File: src/rtl/msg_write.sv
// msg_write: serialises a completed OPB read (or write acknowledge) into a
// 10-byte response frame written byte-by-byte into the UART TX FIFO.
// Frame: header | addr[31:0] MSB first | data[31:0] MSB first | ~header.
module msg_write #(
  parameter bit          WR_ACK_EN   = 1'b1,
  parameter logic [15:0] STALL_LIMIT = 16'd50000
) (
  input  logic        OPB_CLK,
  input  logic        OPB_RST,
  input  logic        REQ_RD,
  input  logic        REQ_WR,
  input  logic [31:0] REQ_ADDR,
  input  logic [31:0] REQ_DATA,
  output logic        TX_FIFO_WR,
  output logic [7:0]  TX_FIFO_DATA,
  input  logic        TX_FIFO_FULL,
  output logic        BUSY,
  output logic        DROP_FLAG,
  output logic        error_flag
);

  localparam int unsigned BYTE_W = 8;
  localparam int unsigned WORD_W = 32;
  localparam int unsigned IDX_W  = 4;
  localparam int unsigned CNT_W  = 16;

  localparam logic [BYTE_W-1:0] HDR_RD   = 8'h5B;
  localparam logic [BYTE_W-1:0] HDR_WR   = 8'h5A;
  localparam logic [IDX_W-1:0]  IDX_LAST = 4'd9;

  typedef struct packed {
    logic [BYTE_W-1:0] hdr;
    logic [WORD_W-1:0] addr;
    logic [WORD_W-1:0] data;
  } frame_t;

  typedef enum logic [1:0] {
    ST_IDLE  = 2'd0,
    ST_SEND  = 2'd1,
    ST_DONE  = 2'd2,
    ST_ERROR = 2'd3
  } state_t;

  state_t            state_q,     state_d;
  frame_t            frame_q,     frame_d;
  logic [IDX_W-1:0]  byte_idx_q,  byte_idx_d;
  logic [CNT_W-1:0]  stall_cnt_q, stall_cnt_d;
  logic              drop_q,      drop_d;

  logic              wr_req;
  logic              any_req;
  logic [CNT_W-1:0]  stall_inc;
  logic [BYTE_W-1:0] cur_byte;

  // Write requests only count when write acknowledges are enabled.
  assign wr_req    = REQ_WR && WR_ACK_EN;
  assign any_req   = REQ_RD || wr_req;
  assign stall_inc = stall_cnt_q + CNT_W'(1);

  // Frame byte selected by the current byte index.
  always_comb begin
    cur_byte = '0;
    case (byte_idx_q)
      4'd0:    cur_byte = frame_q.hdr;
      4'd1:    cur_byte = frame_q.addr[31:24];
      4'd2:    cur_byte = frame_q.addr[23:16];
      4'd3:    cur_byte = frame_q.addr[15:8];
      4'd4:    cur_byte = frame_q.addr[7:0];
      4'd5:    cur_byte = frame_q.data[31:24];
      4'd6:    cur_byte = frame_q.data[23:16];
      4'd7:    cur_byte = frame_q.data[15:8];
      4'd8:    cur_byte = frame_q.data[7:0];
      4'd9:    cur_byte = ~frame_q.hdr;
      default: cur_byte = '0;
    endcase
  end

  // State, capture, index, stall counter and drop pulse registers.
  always_ff @(posedge OPB_CLK or posedge OPB_RST) begin
    if (OPB_RST) begin
      state_q     <= ST_IDLE;
      frame_q     <= '0;
      byte_idx_q  <= '0;
      stall_cnt_q <= '0;
      drop_q      <= 1'b0;
    end else begin
      state_q     <= state_d;
      frame_q     <= frame_d;
      byte_idx_q  <= byte_idx_d;
      stall_cnt_q <= stall_cnt_d;
      drop_q      <= drop_d;
    end
  end

  // Next-state logic and FIFO write path.
  always_comb begin
    state_d      = state_q;
    frame_d      = frame_q;
    byte_idx_d   = byte_idx_q;
    stall_cnt_d  = stall_cnt_q;
    drop_d       = 1'b0;
    TX_FIFO_WR   = 1'b0;
    TX_FIFO_DATA = '0;

    case (state_q)
      ST_IDLE: begin
        if (REQ_RD) begin
          // Read wins a collision; the losing write ack is reported as dropped.
          frame_d     = '{hdr: HDR_RD, addr: REQ_ADDR, data: REQ_DATA};
          byte_idx_d  = '0;
          stall_cnt_d = '0;
          drop_d      = wr_req;
          state_d     = ST_SEND;
        end else if (wr_req) begin
          frame_d     = '{hdr: HDR_WR, addr: REQ_ADDR, data: REQ_DATA};
          byte_idx_d  = '0;
          stall_cnt_d = '0;
          state_d     = ST_SEND;
        end
      end

      ST_SEND: begin
        drop_d = any_req;
        if (!TX_FIFO_FULL) begin
          TX_FIFO_WR   = 1'b1;
          TX_FIFO_DATA = cur_byte;
          stall_cnt_d  = '0;
          if (byte_idx_q == IDX_LAST) begin
            byte_idx_d = '0;
            state_d    = ST_DONE;
          end else begin
            byte_idx_d = byte_idx_q + IDX_W'(1);
          end
        end else begin
          TX_FIFO_DATA = cur_byte;
          stall_cnt_d  = stall_inc;
          // Abandon the rest of the frame; the far end times out on it.
          if (stall_inc == STALL_LIMIT) begin
            state_d = ST_ERROR;
          end
        end
      end

      ST_DONE, ST_ERROR: begin
        drop_d      = any_req;
        byte_idx_d  = '0;
        stall_cnt_d = '0;
        state_d     = ST_IDLE;
      end

      default: begin
        state_d = ST_IDLE;
      end
    endcase

    // Data bus is only meaningful alongside the strobe.
    if (!TX_FIFO_WR) begin
      TX_FIFO_DATA = '0;
    end
  end

  // Status outputs decoded from the state register.
  assign BUSY       = (state_q != ST_IDLE);
  assign error_flag = (state_q == ST_ERROR);
  assign DROP_FLAG  = drop_q;

endmodule

File: config.mk
export PLATFORM = sky130hd
export DESIGN_NAME = msg_write
export DESIGN_NICKNAME = d
export VERILOG_FILES = /design/src/rtl/msg_write.sv
export SDC_FILE = /design/constraint.sdc
export NUM_CORES = 1
export LEC_CHECK = 0
export ABC_AREA = 1
export CAP_MARGIN = 20
export CORE_MARGIN = 5
export CORE_UTILIZATION = 30
export DETAILED_ROUTE_END_ITERATION = 6
export GPL_ROUTABILITY_DRIVEN = 0
export GPL_TIMING_DRIVEN = 1
export SLEW_MARGIN = 20
export SYNTH_ARGS = -nofsm -noshare
export SYNTH_HDL_FRONTEND = slang
export SYNTH_SLANG_ARGS = --single-unit
File: constraint.sdc
create_clock -name OPB_CLK -period 3.1 [get_ports OPB_CLK]
set_input_delay 0.465 -clock OPB_CLK [delete_from_list [all_inputs] [get_ports OPB_CLK]]
set_output_delay 0.465 -clock OPB_CLK [all_outputs]
set_load 0.02 [all_outputs]
======== After elaboration in Yosys (flattened, before gate mapping) ========
Cells that the tools add are included.
cells by class
  add/subtract/negate cells ............... 2
  multiply operators ...................... 0
  div/mod/pow operators ................... 0
  order comparisons ....................... 0
  equal/unequal tests ..................... 17
  shift operators ......................... 0
  mux-type cells .......................... 24
  bitwise logic cells ..................... 1
  reductions and logical operators ........ 10
operator list
  cell                   number
  $mux 72                2
  $pmux 8 s10            1
  $mux 16                3
  $pmux 16 s3            1
  $add 16x1->16 const B  1
  $eq 16x16->1 const B   1
  $eq 4x3->1 const B     4
  $mux 4                 4
  $mux 8                 2
  $pmux 4 s3             1
  $mux 2                 5
  $ne 3x3->1 const B     3
  $eq 4x2->1 const B     2
  $eq 4x4->1 const B     2
  $not 8->8              1
  $pmux 2 s3             1
  $add 4x1->4 const B    1
  $eq 2x2->1 const B     2
  $eq 4x1->1 const B     1
  $logic_not 4->1        1
  $reduce_and 2->1       2
  $reduce_bool 2->1      2
  $mux 1                 3
  $reduce_and 3->1       1
  7 further kinds        7
storage, ports and cells
  flip-flop bits (word level) ............. 95
  bits in latches ......................... 0
  bits in writable memories ............... 0
  ROM bits ................................ 0
  output and inout bits ................... 12
  logic and storage cells ................. 61
  memories kept ........................... 0

======== Logic depth before layout (Yosys ltp) ========
  word-level depth ........................ 5
  mapped depth ............................ 14

======== Worst setup path before layout ========
Ideal clock, no wire load.
  path kind ............................... reg2out
  start point ............................. register state_q[1]
  end point ............................... output port TX_FIFO_DATA[0]
  data arrival time ....................... 1.670 ns
  data required time ...................... 2.635 ns
  setup slack ............................. 0.965 ns
  stages on the path, launching flop included .. 8
  path buffers ............................ 0
  cell sequence ........................... dfrtp_1 nor2_1 inv_1 nor2_1 inv_1 nor2_1 inv_1 a31oi_1
on the way
  longest elaborated chain between the ends .. 3
  elaborated cells on any way between the ends .. 4
RTL lines
  what                      line  RTL
  start: declaration        44    state_t state_q, state_d;
  start signal: assignment  87    state_q <= state_d;
  $eq 2x1->1                105   case (state_q)
  $mux 1                    105
  named net TX_FIFO_WR      14    output logic TX_FIFO_WR,
  $mux 8                    157   if (!TX_FIFO_WR) begin
  end: declaration          15    output logic [7:0] TX_FIFO_DATA,
The timed path passes the listed nets, and every way through them passes these cells.

======== Final worst setup path ========
  start point ............................. register byte_idx_q[1]
  end point ............................... output port TX_FIFO_DATA[7]
on the way
  longest elaborated chain between the ends .. 4
  elaborated cells on any way between the ends .. 13
RTL lines
  what                                      line  RTL
  start: declaration                        46    logic [IDX_W-1:0] byte_idx_q, byte_idx_d;
  start signal: assignment                  89    byte_idx_q <= byte_idx_d;
  $eq 4x4->1, or another cell as far along  63    case (byte_idx_q)
  $pmux 8 s10 *                             63
  $mux 8 *                                  105
  $mux 8 *                                  157
Every way passes the cells marked *; elsewhere a longest branch is shown, timed or not.

==> results.py <==
metrics = {
    "synthesis": {
        "syn_area_mm2": 0.00440,
        "yosys.cell_types.count": 29,
        "synth_warnings": 0,
        "synthesis.nets": 551,
        "synthCells": 480,
        "ys_seq_area_share_pct": 50.7,
        "syn_avg_cell_area_um2": 9.16,
        "synth-seq-cells": 89,
    },
    "clock_network": {
        "cts-hold-fix-buffers": 0,
        "clock_tree.root_cell": "clkbuf_16",
        "cts_sinks": 89,
        "htreeDepth": 3,
        "clockBufferDepth": 2,
        "worst_skew_pair.late_latency_ps": 350,
        "post_cts_buffers": 0,
        "tritoncts": "yes",
        "clk_pin_slew_worst_paths_ps": 70,
        "numCtsBuffers": 9,
    },
    "layout": {
        "most-common-layout-cells": "nand2_1, dfrtp_1, clkdlybuf4s50_1, mux2_2, inv_1",
        "drive_gt1_share_pct": 18.0,
        "utilization_pct": 40.1,
        "area_growth_pct": 32.1,
        "final_area_mm2": 0.00580,
        "seq_area_mm2": 0.00223,
        "multi_input_area_mm2": 0.00190,
        "nets": 645,
        "nFillCells": 1457,
        "diodes": 0,
        "final_common_cell": "nand2_1",
        "stdcell_count": 763,
    },
    "global_route": {
        "antenna_found_initial": 1,
        "grt.overflow.total": 0,
        "grt.total_usage_pct": 14.4,
        "grt_pass1_wl_um": 19100,
        "grt_max_degree": 74,
        "grt_pass1_vias": 3830,
    },
    "sta": {
        "finalHoldViolations": 0,
        "maxSlewHeadroom_pct": 45.8,
        "clock-skew-final_ps": 4.50,
        "tightestPinTransition_ps": 813,
        "setup_viol": 0,
        "drv_slew": 0,
        "fin_crit_sh_pct": 93.7,
        "fin_tns_setup_ps": 0,
        "fin_crit_ps": 2910,
        "rsz0062_at_grt": "false",
        "fmax_mhz": 344,
    },
    "detailed_routing": {
        "routed_wl_um": 11500,
        "ant_nets": 0,
        "drt_iter0_markers": 219,
        "wl_met1_um": 4960,
        "highest_layer": "met5",
        "wl_met3_um": 915,
        "wl_met2_um": 5440,
        "viasPerCell": 4.68,
        "wire_per_inst_um": 15.1,
        "drc": 0,
        "drt_first_pass_iters": 4,
        "vias": 3574,
    },
    "die": {
        "dieHeight_um": 131,
        "initial_core_util_pct": 30.4,
        "io_pins": 81,
        "rows": 44,
        "die_x_um": 131,
        "dieArea_mm2": 0.0172,
        "fp.coreArea_mm2": 0.0145,
    },
    "critical_path": {
        "end_kind": "output port",
        "path_class": "reg -> out",
        "cp_data_arrival_time_ps": 2440,
        "crit_required_ps": 2630,
        "critPathLaunchType": "register",
        "critPathMaxFanout": 8,
    },
    "power_and_ir_drop": {
        "p_per_area_mw_per_mm2": 813,
        "p_leak_nw": 2.63,
        "power.total_w": 0.00472,
        "vdd_drop_max_uv": 415,
    },
    "placement": {
        "numPortBuffers": 80,
        "place_hpwl_um": 8810,
        "dpl.cell_count": 747,
        "placed_area_mm2": 0.00548,
    },
    "hold_path": {
        "hold_class": "reg -> reg",
    },
    "run": {
        "maxCapViolations": 0,
    },
    "status": {
        "status": "finished clean",
    },
}
layer usage:
metal | vias to the layer above | GRT usage, %
li1 | 1764 | -
met1 | 1694 | 17.9
met2 | 94 | 23.2
met3 | 20 | 6.10
met4 | 2 | 3.69
met5 | - | 0
synthesized netlist by cell type:
cell / count / share of area, %
nand2_4: 1 / 0.26
xor2_1: 2 / 0.40
o2111ai_1: 2 / 0.40
o21ai_0: 15 / 1.7
clkbuf_1: 1 / 0.085
inv_1: 56 / 4.8
nor2_4: 3 / 0.77
ha_1: 2 / 0.57
o22ai_1: 6 / 0.85
buf_2: 7 / 0.80
nor2_1: 36 / 3.1
nand4_1: 12 / 1.7
nand3_2: 1 / 0.23
a21oi_1: 16 / 1.8
a31oi_1: 2 / 0.28
clkinv_1: 2 / 0.17
nor3_1: 6 / 0.68
nand3_1: 12 / 1.4
dfrtp_1: 89 / 51
a221oi_1: 4 / 0.80
a22o_1: 1 / 0.20
buf_6: 1 / 0.26
a211oi_1: 2 / 0.34
nand2_2: 4 / 0.57
o31ai_1: 1 / 0.17
nor2_2: 8 / 1.1
nand2_1: 130 / 11
o32ai_1: 1 / 0.20
mux2_2: 57 / 15
worst paths after layout:
kind | endpoint | startpoint | cells past startpoint | slack [ps]
max in group asynchronous | DROP_FLAG$_DFF_PP0_ | OPB_RST | 3 | 1810
min in group asynchronous | frame_q[16]$_DFFE_PP0P_ | OPB_RST | 2 | 570
worst max-delay path | TX_FIFO_DATA[7] | byte_idx_q[1]$_DFFE_PP0P_ | 9 | 190
worst min register to register | frame_q[68]$_DFFE_PP0P_ | frame_q[68]$_DFFE_PP0P_ | 2 | 490
worst min-delay path | frame_q[68]$_DFFE_PP0P_ | frame_q[68]$_DFFE_PP0P_ | 2 | 490
worst max register to register | byte_idx_q[2]$_DFFE_PP0P_ | state_q[0]$_DFFE_PP0P_ | 8 | 1230
per-stage QoR:
step	setup slack (ps)	hold slack, ps
floorplan	328	451
global placement	281	471
detailed placement	224	476
CTS	96.2	493
global route	4.30	519
finish	194	495
state kept, by name, indices dropped and copies added (netlist names):
signal and count:
stall_cnt_q 16, frame_q 66, state_q 2, byte_idx_q 4
DROP_FLAG 1
cells by family (layout without fill, tap and decap cells):
family                   count (synthesis)  in the layout  share of synthesized area, %
multiplexers                            57             57                          14.6
AND/OR/NAND/NOR                        213            213                          20.9
flip-flops                              89             89                          50.7
AO/OA/AOI/OAI                           50             50                          6.77
adder cells (fa/ha/maj)                  2              2                         0.569
XOR/XNOR                                 2              2                         0.399
buffers and inverters                   67            166                          6.09
cell type report:
class / instances / area share (%)
Sequential cell: 89 / 38.4
Inverter: 58 / 3.77
Clock inverter: 7 / 1.44
Tap cell: 184 / 3.97
Timing Repair Buffer: 92 / 15.8
Clock buffer: 9 / 3.88
Multi-Input combinational cell: 324 / 32.8
power breakdown:
group / total [W] / internal, W / switching [W] / leakage, nW
Combinational: 0.00167 / 0.000842 / 0.000825 / 1.40
Sequential: 0.00192 / 0.00164 / 0.000275 / 1.08
Clock: 0.00114 / 0.000643 / 0.000495 / 0.155
timing repair:
action                     4_1_cts  5_1_grt
hold endpoints to repair         0        0
setup endpoints to repair        0        5
resized for setup                0        5
worst max-delay path: stages (launching register included):
cell and delay (ps):
dfrtp_1 430, nand2_1 70, inv_1 150, nand2_1 70
inv_1 280, nand2_1 80, nand2_1 120, a211oi_1 80
a21oi_1 180, clkdlybuf4s50_1 630
Note: power is estimated with default switching activity, not from simulation.
